`src/rtl/fib_pkg.sv`:
```
// Shared widths and helpers for the Fibonacci engine (controller, datapath, stack).
// Pure declarations: no logic, no latency.
// Keeps stack entry width and occupancy-count width consistent across the blocks.
package fib_pkg;

  // Default width of one stack entry (the value of n)
  localparam int FIB_DATA_W = 8;
  // Default number of stack entries
  localparam int FIB_DEPTH  = 16;

  // Occupancy count must represent 0..depth inclusive
  function automatic int fib_cnt_w(input int depth);
    return $clog2(depth + 1);
  endfunction

  // Storage address must represent 0..depth-1; never narrower than one bit
  function automatic int fib_addr_w(input int depth);
    return (depth < 2) ? 1 : $clog2(depth);
  endfunction

  // Decoded per-edge stack operation, listed from highest to lowest priority
  typedef enum logic [2:0] {
    OP_CLR        = 3'd0,  // synchronous clear, push/pop ignored
    OP_OVERWRITE  = 3'd1,  // push&pop on non-empty: replace top in place
    OP_PUSH_EMPTY = 3'd2,  // push&pop on empty: push, flag underflow
    OP_PUSH       = 3'd3,  // push with room
    OP_PUSH_FULL  = 3'd4,  // push while full: dropped, flag overflow
    OP_POP        = 3'd5,  // pop with data
    OP_POP_EMPTY  = 3'd6,  // pop while empty: dropped, flag underflow
    OP_HOLD       = 3'd7   // nothing requested
  } stack_op_e;

endpackage

```
`src/rtl/fib_stack_mem.sv`:
```
// Register file for the operand stack: DEPTH x DATA_W, one write port, one read port.
// Write lands on the rising edge; read is combinational from raddr.
// No backpressure; the array has no reset, so contents are don't-care until written.
module fib_stack_mem
  import fib_pkg::*;
#(
  parameter int DATA_W = FIB_DATA_W,
  parameter int DEPTH  = FIB_DEPTH,
  parameter int ADDR_W = fib_addr_w(DEPTH)
) (
  input  logic              clk,
  input  logic              we,
  input  logic [ADDR_W-1:0] waddr,
  input  logic [DATA_W-1:0] wdata,
  input  logic [ADDR_W-1:0] raddr,
  output logic [DATA_W-1:0] rdata
);

  logic [DATA_W-1:0] r_mem [DEPTH];

  // Single synchronous write port; the owner guarantees waddr < DEPTH
  always_ff @(posedge clk) begin
    if (we) begin
      r_mem[waddr] <= wdata;
    end
  end

  // Asynchronous read so the top of stack is visible without extra latency
  assign rdata = r_mem[raddr];

endmodule

```
`src/rtl/fib_stack.sv`:
```
// LIFO operand stack holding pending n values for the recursive Fibonacci engine.
// Ops take effect on the rising edge; dout/empty/full reflect them combinationally after.
// No backpressure: over/underflowing ops are dropped and latched in sticky ovf/unf flags.
module fib_stack
  import fib_pkg::*;
#(
  parameter  int DATA_W = FIB_DATA_W,
  parameter  int DEPTH  = FIB_DEPTH,
  localparam int CNT_W  = fib_cnt_w(DEPTH)
) (
  input  logic              clk,
  input  logic              CLR,
  input  logic              clr,
  input  logic              push,
  input  logic              pop,
  input  logic [DATA_W-1:0] din,
  output logic [DATA_W-1:0] dout,
  output logic              empty,
  output logic              full,
  output logic [CNT_W-1:0]  count,
  output logic              ovf,
  output logic              unf
);

  localparam int ADDR_W = fib_addr_w(DEPTH);

  logic [CNT_W-1:0]  r_count;
  logic              r_ovf;
  logic              r_unf;

  logic              w_empty;
  logic              w_full;
  stack_op_e         w_op;
  logic [ADDR_W-1:0] w_cnt_addr;   // next free slot (valid while not full)
  logic [ADDR_W-1:0] w_top_addr;   // current top slot (valid while not empty)
  logic              w_we;
  logic [ADDR_W-1:0] w_waddr;
  logic [ADDR_W-1:0] w_raddr;
  logic [DATA_W-1:0] w_rdata;

  assign w_empty = (r_count == '0);
  assign w_full  = (r_count == CNT_W'(DEPTH));

  // Address arithmetic is done modulo 2^ADDR_W: count-1 always lies in
  // 0..DEPTH-1, so the truncated subtraction is exact even when count==DEPTH
  // wraps to zero in the low bits (power-of-two depths).
  assign w_cnt_addr = r_count[ADDR_W-1:0];
  assign w_top_addr = w_cnt_addr - ADDR_W'(1);

  // Resolve the request into exactly one operation; clr dominates everything
  always_comb begin
    w_op = OP_HOLD;
    if (clr) begin
      w_op = OP_CLR;
    end else if (push && pop) begin
      w_op = w_empty ? OP_PUSH_EMPTY : OP_OVERWRITE;
    end else if (push) begin
      w_op = w_full ? OP_PUSH_FULL : OP_PUSH;
    end else if (pop) begin
      w_op = w_empty ? OP_POP_EMPTY : OP_POP;
    end
  end

  // Write-port steering: overwrite hits the top slot, push hits the next free one
  always_comb begin
    w_we    = 1'b0;
    w_waddr = w_cnt_addr;
    unique case (w_op)
      OP_OVERWRITE: begin
        w_we    = 1'b1;
        w_waddr = w_top_addr;
      end
      OP_PUSH_EMPTY: begin
        w_we    = 1'b1;
        w_waddr = '0;
      end
      OP_PUSH: begin
        w_we    = 1'b1;
        w_waddr = w_cnt_addr;
      end
      default: begin
        w_we    = 1'b0;
        w_waddr = w_cnt_addr;
      end
    endcase
  end

  // Occupancy count and sticky error flags; popped entries stay in storage
  always_ff @(posedge clk or posedge CLR) begin
    if (CLR) begin
      r_count <= '0;
      r_ovf   <= 1'b0;
      r_unf   <= 1'b0;
    end else begin
      unique case (w_op)
        OP_CLR: begin
          r_count <= '0;
          r_ovf   <= 1'b0;
          r_unf   <= 1'b0;
        end
        OP_PUSH_EMPTY: begin
          r_count <= CNT_W'(1);
          r_unf   <= 1'b1;
        end
        OP_PUSH: begin
          r_count <= r_count + CNT_W'(1);
        end
        OP_PUSH_FULL: begin
          r_ovf   <= 1'b1;
        end
        OP_POP: begin
          r_count <= r_count - CNT_W'(1);
        end
        OP_POP_EMPTY: begin
          r_unf   <= 1'b1;
        end
        default: begin
          r_count <= r_count;
        end
      endcase
    end
  end

  // Read the top slot; park the address at zero when empty (output is masked anyway)
  assign w_raddr = w_empty ? '0 : w_top_addr;

  fib_stack_mem #(
    .DATA_W (DATA_W),
    .DEPTH  (DEPTH),
    .ADDR_W (ADDR_W)
  ) u_mem (
    .clk   (clk),
    .we    (w_we),
    .waddr (w_waddr),
    .wdata (din),
    .raddr (w_raddr),
    .rdata (w_rdata)
  );

  // Mask the read data when empty so dout never carries stale or unknown storage
  assign dout  = w_empty ? '0 : w_rdata;
  assign empty = w_empty;
  assign full  = w_full;
  assign count = r_count;
  assign ovf   = r_ovf;
  assign unf   = r_unf;

endmodule
```
`config.mk`:
```
export PLATFORM = sky130hd
export DESIGN_NAME = fib_stack
export DESIGN_NICKNAME = d
export VERILOG_FILES = /design/src/rtl/fib_pkg.sv /design/src/rtl/fib_stack_mem.sv /design/src/rtl/fib_stack.sv
export SDC_FILE = /design/constraint.sdc
export NUM_CORES = 1
export LEC_CHECK = 0
export ABC_AREA = 1
export ABC_CLOCK_PERIOD_IN_PS = 4160
export CORE_AREA = 2 2 91 180
export CTS_CLUSTER_DIAMETER = 50
export DETAILED_ROUTE_END_ITERATION = 10
export DIE_AREA = 0 0 93 182
export GPL_ROUTABILITY_DRIVEN = 0
export SETUP_SLACK_MARGIN = 0.1
export SLEW_MARGIN = 30
export SYNTH_ARGS = -nofsm -noshare
export SYNTH_HDL_FRONTEND = slang
export SYNTH_SLANG_ARGS = --single-unit
```
`constraint.sdc`:
```
create_clock -name clk -period 4.16 [get_ports clk]
set_clock_uncertainty 0.2 [all_clocks]
set_input_delay 0.832 -clock clk [delete_from_list [all_inputs] [get_ports clk]]
set_output_delay 0.832 -clock clk [all_outputs]
set_load 0.1 [all_outputs]
```
Word-level counts from Yosys, hierarchy flattened
Memory sizes are Yosys's and may differ from the RTL's.
Cells that the tools add are included.
{"block": "word_totals", "ramBits": 128, "in_bits": 13, "latch_bits": 0, "wordCells": 38, "output_inout_bits": 17, "mem_count": 1, "mem_bits_ro": 0, "ff_bits": 7}
{"block": "classes", "n_bitwise": 0, "order_cmp": 0, "div_mod_pow": 0, "n_addsub": 3, "n_mul": 0, "shifts": 0, "n_reduce_logical": 8, "eq_ne": 7, "n_mux": 16}
{"name": "u_mem.r_mem", "depth": 16, "width": 8, "read_ports": 1, "rd_clocked_by_memory_dff": 0, "wr": 1, "line": "fib_stack_mem.sv:19", "source": "logic [DATA_W-1:0] r_mem [DEPTH];"}
{"operator": "one-hot mux 5 bit (4 select lines)", "count": 1}
{"operator": "two-way mux 3 bit", "count": 4}
{"operator": "== test 3 bit (second input constant)", "count": 3}
{"operator": "two-way mux 8 bit", "count": 1}
{"operator": "one-hot mux 4 bit (2 select lines)", "count": 1}
{"operator": "== test 3 x 2 -> 1 bit (second input constant)", "count": 2}
{"operator": "two-way mux 2 bit", "count": 3}
{"operator": "adder 5 x 1 -> 5 bit (second input constant)", "count": 1}
{"operator": "== test 5 bit (second input constant)", "count": 1}
{"operator": "zero test 5 bit", "count": 1}
{"operator": "subtractor 5 x 1 -> 5 bit (second input constant)", "count": 1}
{"operator": "two-way mux 4 bit", "count": 1}
{"operator": "one-hot mux 1 bit (2 select lines)", "count": 2}
{"operator": "nonzero test 2 bit", "count": 2}
{"operator": "nonzero test 4 bit", "count": 1}
{"operator": "subtractor 4 x 1 -> 4 bit (second input constant)", "count": 1}
{"operator": "== test 3 x 1 -> 1 bit (second input constant)", "count": 1}
{"operator": "zero test 3 bit", "count": 1}
{"operator": "two-way mux 1 bit", "count": 3}
{"operator": "OR reduction 3 bit", "count": 1}
{"operator": "OR reduction 2 bit", "count": 1}
{"operator": "logical AND 1 bit", "count": 1}

Depth between registers and ports, before layout
{"block": "logic_depth", "word_depth": 11, "ltp_mapped": 17, "depth_no_buf": 15}

By module
From an unflattened synthesis, not the netlist that was laid out.
{"block": "unflattened", "cells_unflattened": 653, "hier_area_um2": 6341.1}
{"module": "fib_stack_mem", "seq_area_each_um2": 3843.7, "n_inst": 1, "area_per_inst_um2": 5606.6, "cells_per_inst": 543}
{"module": "fib_stack", "seq_area_each_um2": 175.2, "n_inst": 1, "area_per_inst_um2": 734.5, "cells_per_inst": 110}

Worst setup path before layout
OpenSTA, ideal clock, no wires.
{"block": "synth_path", "path_type": "register -> output", "from": "register r_count[0] (netlist: count[0])", "to": "output port dout[1]", "required_ps": 3128, "t_arrival_ps": 3798, "path_slack_ps": -670, "stages_incl_launch_ff": 15, "cell_sequence": "dfrtp_1 inv_1 buf_4 buf_2 ha_1 nand2_1 inv_1 nor2_1 nand2_1 inv_1 buf_4 nand3_1 nand3_1 nand2_1 nor2_1"}
{"block": "synth_between", "elab_chain_len": 4}
{"element": "from (decl)", "line": "fib_stack.sv:27", "source": "logic [CNT_W-1:0] r_count;"}
{"element": "from (signal assigned)", "line": "fib_stack.sv:106", "source": "r_count <= r_count + CNT_W'(1);"}
{"element": "from (signal assigned)", "line": "fib_stack.sv:112", "source": "r_count <= r_count - CNT_W'(1);"}
{"element": "from (signal assigned)", "line": "fib_stack.sv:118", "source": "r_count <= r_count;"}
{"element": "subtractor 4 x 1 -> 4 bit / zero test 5 bit (equally long branches)", "line": "fib_stack.sv:48, fib_stack.sv:41"}
{"element": "two-way mux 4 bit", "line": "fib_stack.sv:125", "source": "assign w_raddr = w_empty ? '0 : w_top_addr;"}
{"element": "memory read (16 x 8 bit)"}
{"element": "two-way mux 8 bit *", "line": "fib_stack.sv:141", "source": "assign dout = w_empty ? '0 : w_rdata;"}
{"element": "to (decl)", "line": "fib_stack.sv:17", "source": "output logic [DATA_W-1:0] dout,"}
Mark *: on every way between the ends. The rest lies on a longest branch, timed or not.

Worst setup path in the final report
{"block": "layout_path", "from": "register r_count[1] (netlist: count[1])", "to": "output port dout[6]"}
The elaborated chain is that of the path after synthesis.

==> impl_metrics.prom <==
# TYPE chip_impl_metric gauge
chip_impl_metric{name="ys_ff_latch",unit=""} 135
chip_impl_metric{name="die_y",unit="um"} 182
chip_impl_metric{name="wirelength",unit="um"} 14900
chip_impl_metric{name="std_cell_rows",unit=""} 65
chip_impl_metric{name="fp.dieArea",unit="um2"} 16900
chip_impl_metric{name="synth_largest_type_area_fraction",unit="%"} 62.8
chip_impl_metric{name="cts-hold-fix-buffers",unit=""} 0
chip_impl_metric{name="place_worst_setup_slack",unit="ns"} 0.571
chip_impl_metric{name="detail_route.drc_violations",unit=""} 0
chip_impl_metric{name="cts.sink_count",unit=""} 135
chip_impl_info{name="synth_area_leader_cell",value="sky130_fd_sc_hd__edfxtp_1"} 1
chip_impl_metric{name="avgViaCountPerCell",unit=""} 5.08
chip_impl_info{name="synthMostInstantiatedCell",value="sky130_fd_sc_hd__nand2_1"} 1
chip_impl_metric{name="syn_inst",unit=""} 587
chip_impl_metric{name="final_area",unit="um2"} 7350
chip_impl_metric{name="area_used_by_sequential_logic_in_the_layout",unit="um2"} 4020
chip_impl_metric{name="synth_net_count",unit=""} 606
chip_impl_metric{name="seqPwrFrac",unit="%"} 25.5
chip_impl_metric{name="place_area",unit="um2"} 6740
chip_impl_info{name="worstPathCellList",value="inv_1 > ha_1 > nand3_4 > nand2_2 > buf_4 > nand2_1 > nand2_1 > nand3_1 > nand3_1 > nand2_1 > nor2_2 > buf_12"} 1
chip_impl_info{name="crit_end_element",value="primary output"} 1
chip_impl_metric{name="diodes",unit=""} 0
chip_impl_metric{name="fp.coreArea",unit="um2"} 15600
chip_impl_metric{name="io_pins",unit=""} 30
chip_impl_metric{name="initial_utilization",unit="%"} 39.2
chip_impl_info{name="biggest_area_contributors_in_the_synthesized_netlist",value="sky130_fd_sc_hd__edfxtp_1 (63%), sky130_fd_sc_hd__nand2_1 (11%), sky130_fd_sc_hd__nand3_1 (8.4%)"} 1
chip_impl_metric{name="totalNegativeSetupSlack",unit="ns"} 0
chip_impl_metric{name="fp.dieW",unit="um"} 93
chip_impl_metric{name="cellPowerDensity",unit="nW/um2"} 838
chip_impl_metric{name="routed_wire_length_per_instance",unit="um"} 17.7
chip_impl_metric{name="drive_above_1_share",unit="%"} 14.8
chip_impl_metric{name="synthesis.area_per_instance",unit="um2"} 10.4
chip_impl_metric{name="cts-buffers-inserted",unit=""} 17
chip_impl_info{name="crit_path_top_delay_cell",value="sky130_fd_sc_hd__dfrtp_2"} 1
chip_impl_info{name="cts_tree",value="yes"} 1
chip_impl_metric{name="area_growth_syn_to_layout",unit="%"} 20.1
chip_impl_info{name="cts-root-buf",value="sky130_fd_sc_hd__clkbuf_16"} 1
chip_impl_metric{name="portBuffers",unit=""} 29
chip_impl_info{name="synth_flop_cell",value="sky130_fd_sc_hd__edfxtp_1"} 1
chip_impl_metric{name="yosysWarningCount",unit=""} 0
chip_impl_metric{name="min_period_over_period",unit="%"} 93.7
chip_impl_metric{name="power.clock.fraction",unit="%"} 23.6
chip_impl_metric{name="timing.final.ws_setup",unit="ns"} 0.261
chip_impl_info{name="outcome",value="finished, final reports clean"} 1
chip_impl_metric{name="multi_input_gate_area_in_the_final_layout",unit="um2"} 1800
chip_impl_metric{name="critical_path_arrival",unit="ns"} 2.87
chip_impl_metric{name="crit_required",unit="ns"} 3.13
chip_impl_metric{name="power.net_switching",unit="W"} 0.00283
chip_impl_metric{name="synthesis.area",unit="um2"} 6120
chip_impl_info{name="cp_common_cell",value="sky130_fd_sc_hd__nand2_1"} 1
chip_impl_metric{name="yosysSeqAreaShare",unit="%"} 65.7
chip_impl_metric{name="grt_start_max_net_pins",unit=""} 41
chip_impl_metric{name="fmax",unit="MHz"} 256
chip_impl_metric{name="global_route.usage.total",unit="%"} 19.0
chip_impl_metric{name="number_of_optimization_iterations_in_the_first_detailed_route_pass",unit=""} 5
chip_impl_metric{name="maxCapViolations",unit=""} 0
chip_impl_metric{name="antenna_found_initial",unit=""} 0
chip_impl_metric{name="cts.reportedPaths.clkPinSlew",unit="ns"} 0.06
chip_impl_info{name="most_used_standard_cells_in_the_synthesized_netlist",value="sky130_fd_sc_hd__nand2_1 (179), sky130_fd_sc_hd__edfxtp_1 (128), sky130_fd_sc_hd__nand3_1 (103), sky130_fd_sc_hd__nor2_1 (65), sky130_fd_sc_hd__inv_1 (33)"} 1
chip_impl_metric{name="worst_slew_pin_slew",unit="ns"} 1.00
chip_impl_metric{name="peakVddDrop",unit="mV"} 1.30
chip_impl_metric{name="synth_cell_types",unit=""} 27
chip_impl_metric{name="number_of_enable_type_register_cells_in_the_synthesized_netlist",unit=""} 128
chip_impl_metric{name="final_number_of_setup_violating_endpoints",unit=""} 0
chip_impl_metric{name="grt_first_pass_wirelength",unit="um"} 23500
chip_impl_metric{name="antenna_violation_net_count_after_detailed_routing",unit=""} 0
chip_impl_info{name="hold_path.class",value="register to register"} 1
chip_impl_metric{name="detailedRoute.firstIterationViolations",unit=""} 326
chip_impl_metric{name="synthArstFlopShare",unit="%"} 5.19
chip_impl_info{name="start_kind",value="register"} 1
chip_impl_info{name="rsz_0062_raised_after_global_routing",value="true"} 1
chip_impl_metric{name="routed-via-count",unit=""} 4293
chip_impl_metric{name="final_hold_viol_count",unit=""} 0
chip_impl_info{name="critPathKind",value="register to primary output"} 1
chip_impl_metric{name="dp_hpwl",unit="um"} 9820
chip_impl_metric{name="ctsHtreeMaxLevel",unit=""} 4
chip_impl_metric{name="max_slew_margin",unit="%"} 33.0
chip_impl_metric{name="final_core_util",unit="%"} 47.1
chip_impl_metric{name="netSwitchingFraction",unit="%"} 46.0
chip_impl_metric{name="vias_in_the_first_global_route",unit=""} 4234
chip_impl_metric{name="fillers",unit=""} 1439
chip_impl_metric{name="p_int",unit="W"} 0.00332
chip_impl_metric{name="fin_nets",unit=""} 650
chip_impl_metric{name="comb_power_share",unit="%"} 50.9
chip_impl_metric{name="leakagePower",unit="nW"} 2.90
chip_impl_metric{name="post-route-min-period",unit="ns"} 3.90
chip_impl_metric{name="largest_fanout_of_any_net_on_the_critical_path",unit=""} 18
chip_impl_metric{name="grt-ovfl-total",unit=""} 0
chip_impl_metric{name="crit_path_max_incr_delay",unit="ns"} 0.44
chip_impl_metric{name="ctsLongestPathBuffers",unit=""} 2
chip_impl_metric{name="final_max_slew_viol_count",unit=""} 0
chip_impl_metric{name="clk-insertion-delay-late",unit="ns"} 0.42
-- layout make-up --
class / instances / share of cell area [%]
Clock buffer: 18 / 5.84
Clock inverter: 14 / 1.87
Inverter: 35 / 1.84
Multi-Input combinational cell: 390 / 24.5
Sequential cell: 135 / 54.7
Tap cell: 201 / 3.42
Timing Repair Buffer: 52 / 7.76
-- power by group through the flow --
| stage | Sequential (W) | Clock (W) | Combinational (W) |
|---|---|---|---|
| 6_report | 0.00157 | 0.00145 | 0.00313 |
| 5_1_grt | 0.00158 | 0.00152 | 0.00335 |
| 4_1_cts | 0.00157 | 0.00146 | 0.00309 |
| 3_5_place_dp | 0.00160 | 0 | 0.00308 |
| 3_3_place_gp | 0.00160 | 0 | 0.00307 |
| 2_1_floorplan | 0.00170 | 0 | 0.00209 |
-- cell families after synthesis --
logic type | after synthesis | synth area share (%)
AO/OA/AOI/OAI | 17 | 1.62
XOR/XNOR | 5 | 0.838
adder cells (fa/ha/maj) | 6 | 1.35
buffers and inverters | 62 | 5.28
flip-flops | 135 | 65.7
AND/OR/NAND/NOR | 362 | 25.3
-- state kept, by name (all words and copies together) (netlist names) --
register and count:
count 5, ovf 1, u_mem.r_mem 128, unf 1
-- repair_timing --
item / CTS / global route
buffers inserted: 0 / 3
endpoints found under the setup margin: 0 / 8
resized for setup: 0 / 4
-- worst max-delay path, delay by kind of cell (launching register included) --
kind          cells  cell delay, ns
simple gates      8            1.16
buf+inv           3            0.62
flops             1            0.44
fa+ha+maj         1            0.22
-- final timing paths --
kind	startpoint	to	slack (ns)	depth (start not counted)
setup / recovery	count[1]	dout[6]	0.26	12
hold / removal	unf	unf	0.31	1
setup reg to reg	count[0]	u_mem.r_mem[7][2]	0.87	10
hold reg to reg	unf	unf	0.31	1
max in group asynchronous	CLR	count[0]	3.07	2
min in group asynchronous	CLR	count[3]	0.44	2
-- per-stage QoR --
| stage | std cells | hold WS (ns) | power (W) |
|---|---|---|---|
| finish | 845 | 0.307 | 0.00616 |
| global route | 845 | 0.346 | 0.00645 |
| CTS | 842 | 0.315 | 0.00613 |
| detailed placement | 810 | 0.296 | 0.00468 |
| global placement | 810 | 0.278 | 0.00467 |
| floorplan | 587 | 0.435 | 0.00379 |
-- layout by cell type, fill, tap and decap left out, types with 2 or more instances in the layout --
cell / count
sky130_fd_sc_hd__dfrtp_1: 5
sky130_fd_sc_hd__inv_8: 2
sky130_fd_sc_hd__clkbuf_16: 17
sky130_fd_sc_hd__clkdlybuf4s50_1: 19
sky130_fd_sc_hd__clkinvlp_4: 4
sky130_fd_sc_hd__nand2_2: 10
sky130_fd_sc_hd__buf_4: 21
sky130_fd_sc_hd__dfrtp_2: 2
sky130_fd_sc_hd__inv_1: 32
sky130_fd_sc_hd__nor2_1: 59
sky130_fd_sc_hd__clkinv_2: 2
sky130_fd_sc_hd__a21oi_1: 11
sky130_fd_sc_hd__nand2_1: 177
sky130_fd_sc_hd__o21ai_2: 2
sky130_fd_sc_hd__xor2_1: 3
sky130_fd_sc_hd__nor2_2: 9
sky130_fd_sc_hd__edfxtp_1: 128
sky130_fd_sc_hd__nand3_1: 103
sky130_fd_sc_hd__buf_12: 10
sky130_fd_sc_hd__buf_6: 2
sky130_fd_sc_hd__inv_6: 5
sky130_fd_sc_hd__inv_2: 2
sky130_fd_sc_hd__ha_1: 5
-- layer usage --
metal  global-route usage (%)  vias up  part of all wire (%)
li1                         -     2065                     -
met1                     23.4     2031                    40
met2                     31.0      160                    51
met3                     4.40       37                   5.8
met4                     9.65        0                   3.6
met5                        0        -                     0
No activity file was read; power rests on OpenSTA's default activity.
